[src/rtl/inst_sram_like_slave_pkg.sv]
// Shared definitions for the SRAM-like instruction port responder.
// Word widths, boot address, address-FSM state type and a counter sizing helper.
package inst_sram_like_slave_pkg;

    localparam int INST_W = 32;
    localparam int DATA_W = 32;

    // Boot fetch address; benches reuse it as a base for stimulus.
    localparam logic [31:0] RESET_PC = 32'hBFC0_0000;

    typedef enum logic [1:0] {
        ST_IDLE,
        ST_WAIT,
        ST_READY
    } addr_st_e;

    // Bits needed to hold the values 0..d (at least one bit).
    function automatic int cnt_width(input int d);
        return (d < 1) ? 1 : $clog2(d + 1);
    endfunction

endpackage

[src/rtl/inst_sram_like_slave_rsp_pipe.sv]
// Response pipe: RD_LATENCY-deep valid/data shift register behind a 1-cycle RAM.
// Ports: clk, resetn (sync, active-low), vld_in (handshake), ram_rdata -> data_ok, rdata.
module inst_sram_like_slave_rsp_pipe
    import inst_sram_like_slave_pkg::*;
#(
    parameter int RD_LATENCY = 1
) (
    input  logic              clk,
    input  logic              resetn,
    input  logic              vld_in,
    input  logic [DATA_W-1:0] ram_rdata,
    output logic              data_ok,
    output logic [DATA_W-1:0] rdata
);

    logic [RD_LATENCY-1:0] vld_q;

    generate
        if (RD_LATENCY == 1) begin : g_lat1
            // RAM output is already aligned with the response cycle.
            always_ff @(posedge clk) begin
                if (!resetn) vld_q <= '0;
                else         vld_q <= vld_in;
            end

            assign data_ok = vld_q[0];
            assign rdata   = vld_q[0] ? ram_rdata : '0;
        end else begin : g_latn
            logic [DATA_W-1:0] dat_q [1:RD_LATENCY-1];

            always_ff @(posedge clk) begin
                if (!resetn) vld_q <= '0;
                else         vld_q <= {vld_q[RD_LATENCY-2:0], vld_in};
            end

            // Data stages need no reset: they are only observed under valid.
            always_ff @(posedge clk) begin
                dat_q[1] <= ram_rdata;
                for (int i = 2; i < RD_LATENCY; i++) begin
                    dat_q[i] <= dat_q[i-1];
                end
            end

            assign data_ok = vld_q[RD_LATENCY-1];
            assign rdata   = data_ok ? dat_q[RD_LATENCY-1] : '0;
        end
    endgenerate

endmodule

[src/rtl/inst_sram_like_slave.sv]
// SRAM-like instruction port responder in front of a synchronous word RAM.
// Ports: clk, resetn, inst_req/inst_addr/inst_addr_ok, inst_rdata/inst_data_ok,
//        ram_en/ram_addr/ram_rdata. In-order responses after RD_LATENCY cycles.
module inst_sram_like_slave
    import inst_sram_like_slave_pkg::*;
#(
    parameter int RAM_AW     = 10,
    parameter int RD_LATENCY = 1,
    parameter int ADDR_DELAY = 0,
    parameter int MAX_OUTST  = 2
) (
    input  logic              clk,
    input  logic              resetn,
    input  logic              inst_req,
    input  logic [INST_W-1:0] inst_addr,
    output logic              inst_addr_ok,
    output logic [DATA_W-1:0] inst_rdata,
    output logic              inst_data_ok,
    output logic              ram_en,
    output logic [RAM_AW-1:0] ram_addr,
    input  logic [DATA_W-1:0] ram_rdata
);

    localparam int CW = cnt_width(ADDR_DELAY);
    localparam int OW = 3;

    generate
        if (RD_LATENCY < 1) begin : g_bad_lat
            $error("inst_sram_like_slave: RD_LATENCY must be >= 1");
        end
        if (MAX_OUTST < 1 || MAX_OUTST > 4) begin : g_bad_outst
            $error("inst_sram_like_slave: MAX_OUTST must be 1..4");
        end
    endgenerate

    addr_st_e      state;
    logic [CW-1:0] dly_cnt;
    logic [OW-1:0] outst;
    logic          ready;
    logic          room;
    logic          hs;

    // With no delay the port is ready whenever a request is present.
    assign ready = (state == ST_READY) || (ADDR_DELAY == 0);

    // A response retiring this cycle frees its slot immediately.
    assign room = (outst < OW'(MAX_OUTST)) || inst_data_ok;

    assign inst_addr_ok = resetn & inst_req & ready & room;
    assign hs           = inst_req & inst_addr_ok;

    assign ram_en   = hs;
    assign ram_addr = inst_addr[RAM_AW+1:2];

    logic unused_addr_bits;
    assign unused_addr_bits = &{1'b0, inst_addr[INST_W-1:RAM_AW+2], inst_addr[1:0]};

    always_ff @(posedge clk) begin
        if (!resetn) begin
            state   <= ST_IDLE;
            dly_cnt <= CW'(ADDR_DELAY);
        end else if (!inst_req || hs) begin
            // Every request, and every abandoned request, restarts the delay.
            state   <= ST_IDLE;
            dly_cnt <= CW'(ADDR_DELAY);
        end else begin
            unique case (state)
                ST_IDLE: begin
                    if (ADDR_DELAY == 0 || dly_cnt == CW'(1)) state <= ST_READY;
                    else                                     state <= ST_WAIT;
                    if (dly_cnt != '0) dly_cnt <= dly_cnt - CW'(1);
                end
                ST_WAIT: begin
                    if (dly_cnt == CW'(1)) state <= ST_READY;
                    dly_cnt <= dly_cnt - CW'(1);
                end
                ST_READY: begin
                    // Held off by the outstanding limit; keep waiting.
                    state <= ST_READY;
                end
                default: begin
                    state <= ST_IDLE;
                end
            endcase
        end
    end

    always_ff @(posedge clk) begin
        if (!resetn) begin
            outst <= '0;
        end else begin
            case ({hs, inst_data_ok})
                2'b10:   outst <= outst + OW'(1);
                2'b01:   outst <= outst - OW'(1);
                default: outst <= outst;
            endcase
        end
    end

    inst_sram_like_slave_rsp_pipe #(
        .RD_LATENCY (RD_LATENCY)
    ) u_rsp_pipe (
        .clk       (clk),
        .resetn    (resetn),
        .vld_in    (hs),
        .ram_rdata (ram_rdata),
        .data_ok   (inst_data_ok),
        .rdata     (inst_rdata)
    );

endmodule

[config.mk]
export PLATFORM = sky130hd
export DESIGN_NAME = inst_sram_like_slave
export DESIGN_NICKNAME = d
export VERILOG_FILES = /design/src/rtl/inst_sram_like_slave_pkg.sv /design/src/rtl/inst_sram_like_slave_rsp_pipe.sv /design/src/rtl/inst_sram_like_slave.sv
export SDC_FILE = /design/constraint.sdc
export NUM_CORES = 1
export LEC_CHECK = 0
export ABC_CLOCK_PERIOD_IN_PS = 3400
export CORE_UTILIZATION = 20
export DETAILED_ROUTE_END_ITERATION = 8
export PLACE_DENSITY = 0.95
export SYNTH_ARGS = -nofsm -noshare
export SYNTH_HDL_FRONTEND = slang
export SYNTH_HIERARCHICAL = 1
export SYNTH_SLANG_ARGS = --single-unit
[constraint.sdc]
create_clock -name clk -period 3.4 [get_ports clk]
set_input_delay 0.68 -clock clk [delete_from_list [all_inputs] [get_ports clk]]
set_output_delay 0.68 -clock clk [all_outputs]
set_load 0.05 [all_outputs]
==> results of run 1 <==
worst register-to-register path, stage by stage (launching register included):
cell and delay, ps:
sky130_fd_sc_hd__dfxtp_1 460, sky130_fd_sc_hd__o211ai_1 340, sky130_fd_sc_hd__ha_1 240, sky130_fd_sc_hd__inv_1 60, sky130_fd_sc_hd__fa_1 370, sky130_fd_sc_hd__xor2_1 160, sky130_fd_sc_hd__or3_1 310, sky130_fd_sc_hd__a21boi_1 140
power by group:
part           switching [uW]  internal, uW
clock network            22.0          39.7
logic                    77.9          76.7
registers                5.38          51.8
sequential cells by signal, summed over array words and instances, names as in the netlist:
name	count
u_rsp_pipe/data_ok	1
outst	3
cells in the final DEF, fill, tap and decap left out:
cell type,instances
sky130_fd_sc_hd__clkdlybuf4s50_1,69
sky130_fd_sc_hd__xnor2_1,1
sky130_fd_sc_hd__and2_1,3
sky130_fd_sc_hd__buf_4,2
sky130_fd_sc_hd__xor2_1,1
sky130_fd_sc_hd__o21ai_0,2
sky130_fd_sc_hd__fa_1,1
sky130_fd_sc_hd__o211ai_1,1
sky130_fd_sc_hd__inv_1,5
sky130_fd_sc_hd__dfxtp_1,4
sky130_fd_sc_hd__clkbuf_4,3
sky130_fd_sc_hd__or3_1,1
sky130_fd_sc_hd__a21boi_1,1
sky130_fd_sc_hd__nand2_1,1
sky130_fd_sc_hd__nor2_1,1
sky130_fd_sc_hd__and2_2,32
sky130_fd_sc_hd__ha_1,1
area by class of cell:
| cell class | count | area, um2 |
|---|---|---|
| clock buffers | 3 | 22.5 |
| multi-input cells | 46 | 348 |
| fillers | 221 | 1290 |
| well taps | 30 | 37.5 |
| inverters | 5 | 18.8 |
| flip-flops and latches | 4 | 80.1 |
| repair buffers | 71 | 706 |
kinds of logic (layout without fill, tap and decap cells):
group | Yosys count | in the layout | share of synthesized area, %
adders and majority gates | 2 | 2 | 6.06
buffers and inverters | 18 | 79 | 20.3
DFF | 4 | 4 | 14.9
xor gates and xnor gates | 2 | 2 | 3.26
and+or+nand+nor | 38 | 38 | 50.8
AOI/OAI and AO/OA | 4 | 4 | 4.66
per-stage QoR:
stage	setup slack [ps]	instance area [um2]	total power, uW	util (%)
6_report	425	1210	273	48.5
5_1_grt	312	1210	289	48.5
4_1_cts	394	1210	278	48.5
3_5_place_dp	406	1190	214	47.6
3_3_place_gp	455	1190	210	47.6
2_1_floorplan	1310	537	174	-
routing by layer:
| layer | GRT usage [%] | vias to the layer above |
|---|---|---|
| li1 | - | 316 |
| met1 | 8.71 | 291 |
| met2 | 22.0 | 48 |
| met3 | 5.37 | 0 |
| met4 | 3.95 | 0 |
| met5 | 0 | - |
worst max path at each step:
stage | startpoint | end | cells past startpoint
floorplan | u_rsp_pipe/data_ok | outst[2] | 7
global route | resetn | ram_en | 4
CTS | resetn | ram_en | 4
finish | resetn | ram_en | 4
global placement | resetn | ram_en | 4
detailed placement | resetn | ram_en | 4
==> impl_metrics.tcl, run 1 <==
set metrics [dict create \
    rsz0062_at_grt "false" \
    finalWirelength_mm 1.66 \
    biggest_area_consumer_among_synthesized_cells "sky130_fd_sc_hd__and2_2" \
    num_rows 18 \
    cts_sinks 4 \
    clk-insertion-delay-late_ps 240 \
    finClkSkew_ps 1.66 \
    sequential_fraction_of_the_synthesis_area_pct 14.9 \
    synth_common_cells "32 x sky130_fd_sc_hd__and2_2, 10 x sky130_fd_sc_hd__buf_4, 5 x sky130_fd_sc_hd__inv_1" \
    power.density_cell_area_mw_per_mm2 225 \
    effective_utilization_at_floorplan_pct 21.5 \
    nets_final 200 \
    critical_path.slowest_cell "sky130_fd_sc_hd__clkdlybuf4s50_1" \
    timing.setup.critical_path_class "in -> out" \
    core_region_area_mm2 0.00250 \
    crit_path_max_fanout 5 \
    post_synth_instance_area_um2 537 \
    crit_chain "clkdlybuf4s50_1 > o211ai_1 > inv_1 > clkdlybuf4s50_1" \
    hold_viol 0 \
    ys_warn_count 6 \
    post_synth_inst_count 68 \
    run_status "finished clean" \
    cts.reportedPaths.clkPinSlew_ps 40 \
    regToRegStartpoint "u_rsp_pipe/data_ok" \
    postSynth.topFlopCell "sky130_fd_sc_hd__dfxtp_1" \
    regToRegEndpoint "outst[2]" \
    layout.cells.non_filler 159 \
    grt.overflow.total 0 \
    grt_antenna_before_repair 0 \
    crit_required_ps 2720 \
    wl_met1_um 486 \
    track_usage_pct 10.9 \
    post_route_cells_drive_above_1_share_pct 28.7 \
    reg2regPathDepth 7 \
    worstSetupStartpointType "input port" \
    drt-pass1-iter-count 3 \
    grt_first_pass_wirelength_mm 2.28 \
    timing.final.max_slew_violations 0 \
    worst_hold_path.num_cells 2 \
    hold_end "outst[2]" \
    min_period_ps 2980 \
    wl_met3_um 243 \
    power.ir.vdd_worst_mv 0.207 \
    ctsResizeCount 0 \
    grt_max_degree 22 \
    postRouteAntennaNets 0 \
    fin_hold_ws_ps 517 \
    cts_max_level 1 \
    critical-path-max-stage-delay_ps 810 \
    postSynthNetCount 137 \
    synth.most_common_cell "sky130_fd_sc_hd__and2_2" \
    drt_iter0_markers 5 \
    buffer_ports.inserted 69 \
    fin_tns_setup_ps 0 \
    cpMostUsedCell "sky130_fd_sc_hd__clkdlybuf4s50_1" \
    floorplan.die.height_um 53.8 \
    ff2ff_setup_slack_ps 1250 \
    design.die.area_mm2 0.00289 \
    globalplace.congestion 0.618 \
    asyncSetResetFlopFracSynth_pct 0 \
    avgRoutedWirePerCell_um 10.4 \
    first_global_vias 579 \
    dr_wl_met2_um 926 \
    synth_edf_count 0 \
    synthDominantCellAreaShare_pct 44.8 \
    tritoncts "yes" \
    path_buf_inv 3 \
    cp.arrival_ps 2300 \
    ctsHoldBuffers 0 \
    max_layer_used "met3" \
    max_slew_margin_pct 65.4 \
    die_width_um 53.8 \
    detail_route.drc_violations 0 \
    ctsLongestPathBuffers 2 \
    power.static_leakage_uw 0.000483 \
    synthToLayoutAreaGrowth_pct 126 \
    cts-buffers-inserted 3 \
    vias_per_cell 4.12 \
    hp-start "outst[2]" \
    cp-end-kind "output pin" \
    dpl.hpwl_mm 1.42 \
    route.vias.total 655 \
    cts.repair_timing.setup_buffer_count 0 \
    cpLargestDelayFamily "buffers and inverters" \
    maxCapViolCount 0 \
    worst-slew-pin-transition_ps 518 \
    netlist-cell-type-count 16 \
    hold_path.class "reg -> reg" \
    layout_worst_path_cycle_share_pct 87.5 \
    max_freq_mhz 336 \
    synth_top_cells_by_area "sky130_fd_sc_hd__and2_2 45%, sky130_fd_sc_hd__dfxtp_1 15%, sky130_fd_sc_hd__buf_4 14%, sky130_fd_sc_hd__fa_1 3.7%, sky130_fd_sc_hd__and2_1 3.5%" \
    ctsRootBufferMaster "sky130_fd_sc_hd__clkbuf_4" \
    numPlacedInstances 156 \
    diodes 0 \
    finalSetupViolations 0 \
    synth.ff_latch_count 4 \
    avgSynthCellArea_um2 7.89 \
    floorplan.io_pins 112 \
]
No activity file was read; power rests on OpenSTA's default activity.
==> run 2, diff against run 1 <==
--- a/config.mk
+++ b/config.mk
@@ -7,6 +7,7 @@
 export LEC_CHECK = 0
 export ABC_CLOCK_PERIOD_IN_PS = 3400
 export CORE_UTILIZATION = 20
+export CTS_CLUSTER_SIZE = 28
 export DETAILED_ROUTE_END_ITERATION = 8
 export PLACE_DENSITY = 0.95
 export SYNTH_ARGS = -nofsm -noshare
==> results of run 2 <==
The final DEF is identical to that of run 1; final timing and power are the same.
==> run 3, diff against run 2 <==
--- a/config.mk
+++ b/config.mk
@@ -5,7 +5,8 @@
 export SDC_FILE = /design/constraint.sdc
 export NUM_CORES = 1
 export LEC_CHECK = 0
-export ABC_CLOCK_PERIOD_IN_PS = 3400
+export CAP_MARGIN = 0
+export CORE_ASPECT_RATIO = 0.5
 export CORE_UTILIZATION = 20
 export CTS_CLUSTER_SIZE = 28
 export DETAILED_ROUTE_END_ITERATION = 8
==> run 3 against run 2 <==
- via count decreased by 4.0%
- global-route usage is 3.9 points higher
- clock skew grew 1.0 ps
- critical path type unchanged
- largest cell class unchanged
==> impl_metrics.tcl, run 3 (same netlist as run 1, synthesis figures left out) <==
set metrics [dict create \
    worst_hold_path.num_cells 2 \
    worstSetupStartpointType "input port" \
    power.ir.vdd_worst_mv 0.232 \
    min_period_ps 2970 \
    critical_path.slowest_cell "sky130_fd_sc_hd__clkdlybuf4s50_1" \
    crit_chain "clkdlybuf4s50_1 > o211ai_1 > inv_1 > clkdlybuf4s50_1" \
    floorplan.die.height_um 38.6 \
    worst-slew-pin-transition_ps 526 \
    ff2ff_setup_slack_ps 1280 \
    hp-start "outst[2]" \
    run_status "finished clean" \
    fin_tns_setup_ps 0 \
    post_route_cells_drive_above_1_share_pct 28.1 \
    layout_worst_path_cycle_share_pct 87.2 \
    maxCapViolCount 0 \
    drt_iter0_markers 6 \
    reg2regPathDepth 7 \
    power.density_cell_area_mw_per_mm2 252 \
    track_usage_pct 14.8 \
    drt-pass1-iter-count 4 \
    numPlacedInstances 160 \
    buffer_ports.inserted 69 \
    effective_utilization_at_floorplan_pct 22.6 \
    fin_hold_ws_ps 506 \
    layout.cells.non_filler 163 \
    ctsResizeCount 0 \
    final_cell_mix "69 x sky130_fd_sc_hd__clkdlybuf4s50_1, 32 x sky130_fd_sc_hd__and2_2, 5 x sky130_fd_sc_hd__inv_1" \
    crit_path_max_fanout 5 \
    num_rows 12 \
    globalplace.congestion 0.763 \
    ctsLongestPathBuffers 2 \
    cp-end-kind "output pin" \
    cpMostUsedCell "sky130_fd_sc_hd__clkdlybuf4s50_1" \
    hold_viol 0 \
    cts_max_level 1 \
    first_global_vias 680 \
    hold_path.class "reg -> reg" \
    power.static_leakage_uw 0.000486 \
    critical-path-max-stage-delay_ps 800 \
    route.vias.total 629 \
    floorplan.io_pins 112 \
    final_common_cell "sky130_fd_sc_hd__clkdlybuf4s50_1" \
    core_region_area_mm2 0.00237 \
    clk-insertion-delay-late_ps 210 \
    max_slew_margin_pct 64.8 \
    regToRegStartpoint "u_rsp_pipe/data_ok" \
    synthToLayoutAreaGrowth_pct 129 \
    avgRoutedWirePerCell_um 11.7 \
    die_width_um 75.3 \
    timing.final.max_slew_violations 0 \
    postRouteAntennaNets 0 \
    finClkSkew_ps 2.66 \
    hold_end "outst[2]" \
    finalWirelength_mm 1.91 \
    timing.setup.critical_path_class "in -> out" \
    vias_per_cell 3.86 \
    grt_max_degree 21 \
    tritoncts "yes" \
    diodes 0 \
    ctsHoldBuffers 0 \
    grt_antenna_before_repair 0 \
    finalCoreUtilization_pct 51.8 \
    dpl.hpwl_mm 1.67 \
    regToRegEndpoint "outst[2]" \
    cts-buffers-inserted 3 \
    max_freq_mhz 337 \
    detail_route.drc_violations 0 \
    rsz0062_at_grt "false" \
    finalSetupViolations 0 \
    design_area_mm2 0.00123 \
    ctsRootBufferMaster "sky130_fd_sc_hd__clkbuf_8" \
    crit_required_ps 2720 \
    design.die.area_mm2 0.00291 \
    grt_first_pass_wirelength_mm 3.03 \
    placed_area_mm2 0.00119 \
    layout.filler_cells 228 \
    cts_sinks 4 \
    max_flop_register "outst" \
    grt.overflow.total 0 \
    nets_final 199 \
    cts.reportedPaths.clkPinSlew_ps 30 \
    cts.repair_timing.setup_buffer_count 0 \
    cp.arrival_ps 2290 \
    number_of_flip_flops_in_the_largest_register 3 \
]
## run 3: changes by cell type in the layout (fill, tap and decap cells not counted)
| cell | previous run | this run |
|---|---|---|
| sky130_fd_sc_hd__clkbuf_4 | 3 | 0 |
| sky130_fd_sc_hd__clkbuf_8 | 0 | 3 |
| sky130_fd_sc_hd__buf_4 | 2 | 1 |
## run 3: layout make-up
class                           instances  area, um2  share of cell area, %
Clock buffer                            3       41.3                   3.36
Inverter                                5       18.8                   1.53
Multi-Input combinational cell         46        348                   28.3
Sequential cell                         4       80.1                   6.51
Tap cell                               35       43.8                   3.56
Timing Repair Buffer                   70        698                   56.8
## run 3: worst max-delay path, delay by kind of cell
family                 cells  cell delay, ps
buffers and inverters      3            1440
AO/OA/AOI/OAI              1             160
## run 3: how the worst max path moves through the flow
stage / startpoint / endpoint / slack [ps] / depth (start not counted)
floorplan: u_rsp_pipe/data_ok / outst[2] / 1310 / 7
global placement: resetn / ram_en / 430 / 4
detailed placement: resetn / ram_en / 440 / 4
CTS: resetn / ram_en / 440 / 4
global route: resetn / ram_en / 350 / 4
finish: resetn / ram_en / 430 / 4
## run 3: through the flow
step,setup WS (ps),power [uW]
6_report,434,310
5_1_grt,352,330
4_1_cts,436,315
3_5_place_dp,442,214
3_3_place_gp,432,210
2_1_floorplan,1310,174
## run 3: power by group
part           internal, uW  switching, uW  total, uW
Combinational          76.3           79.5        156
Sequential             52.0           4.83       56.8
Clock                  75.2           21.9       97.1
Total                   203            106        310
## run 3: per-layer routing
layer  global-route usage (%)  wire (um)
met1                     14.1        684
met5                        0          0
met2                     30.2       1130
met4                     6.48         25
met3                     4.69         64
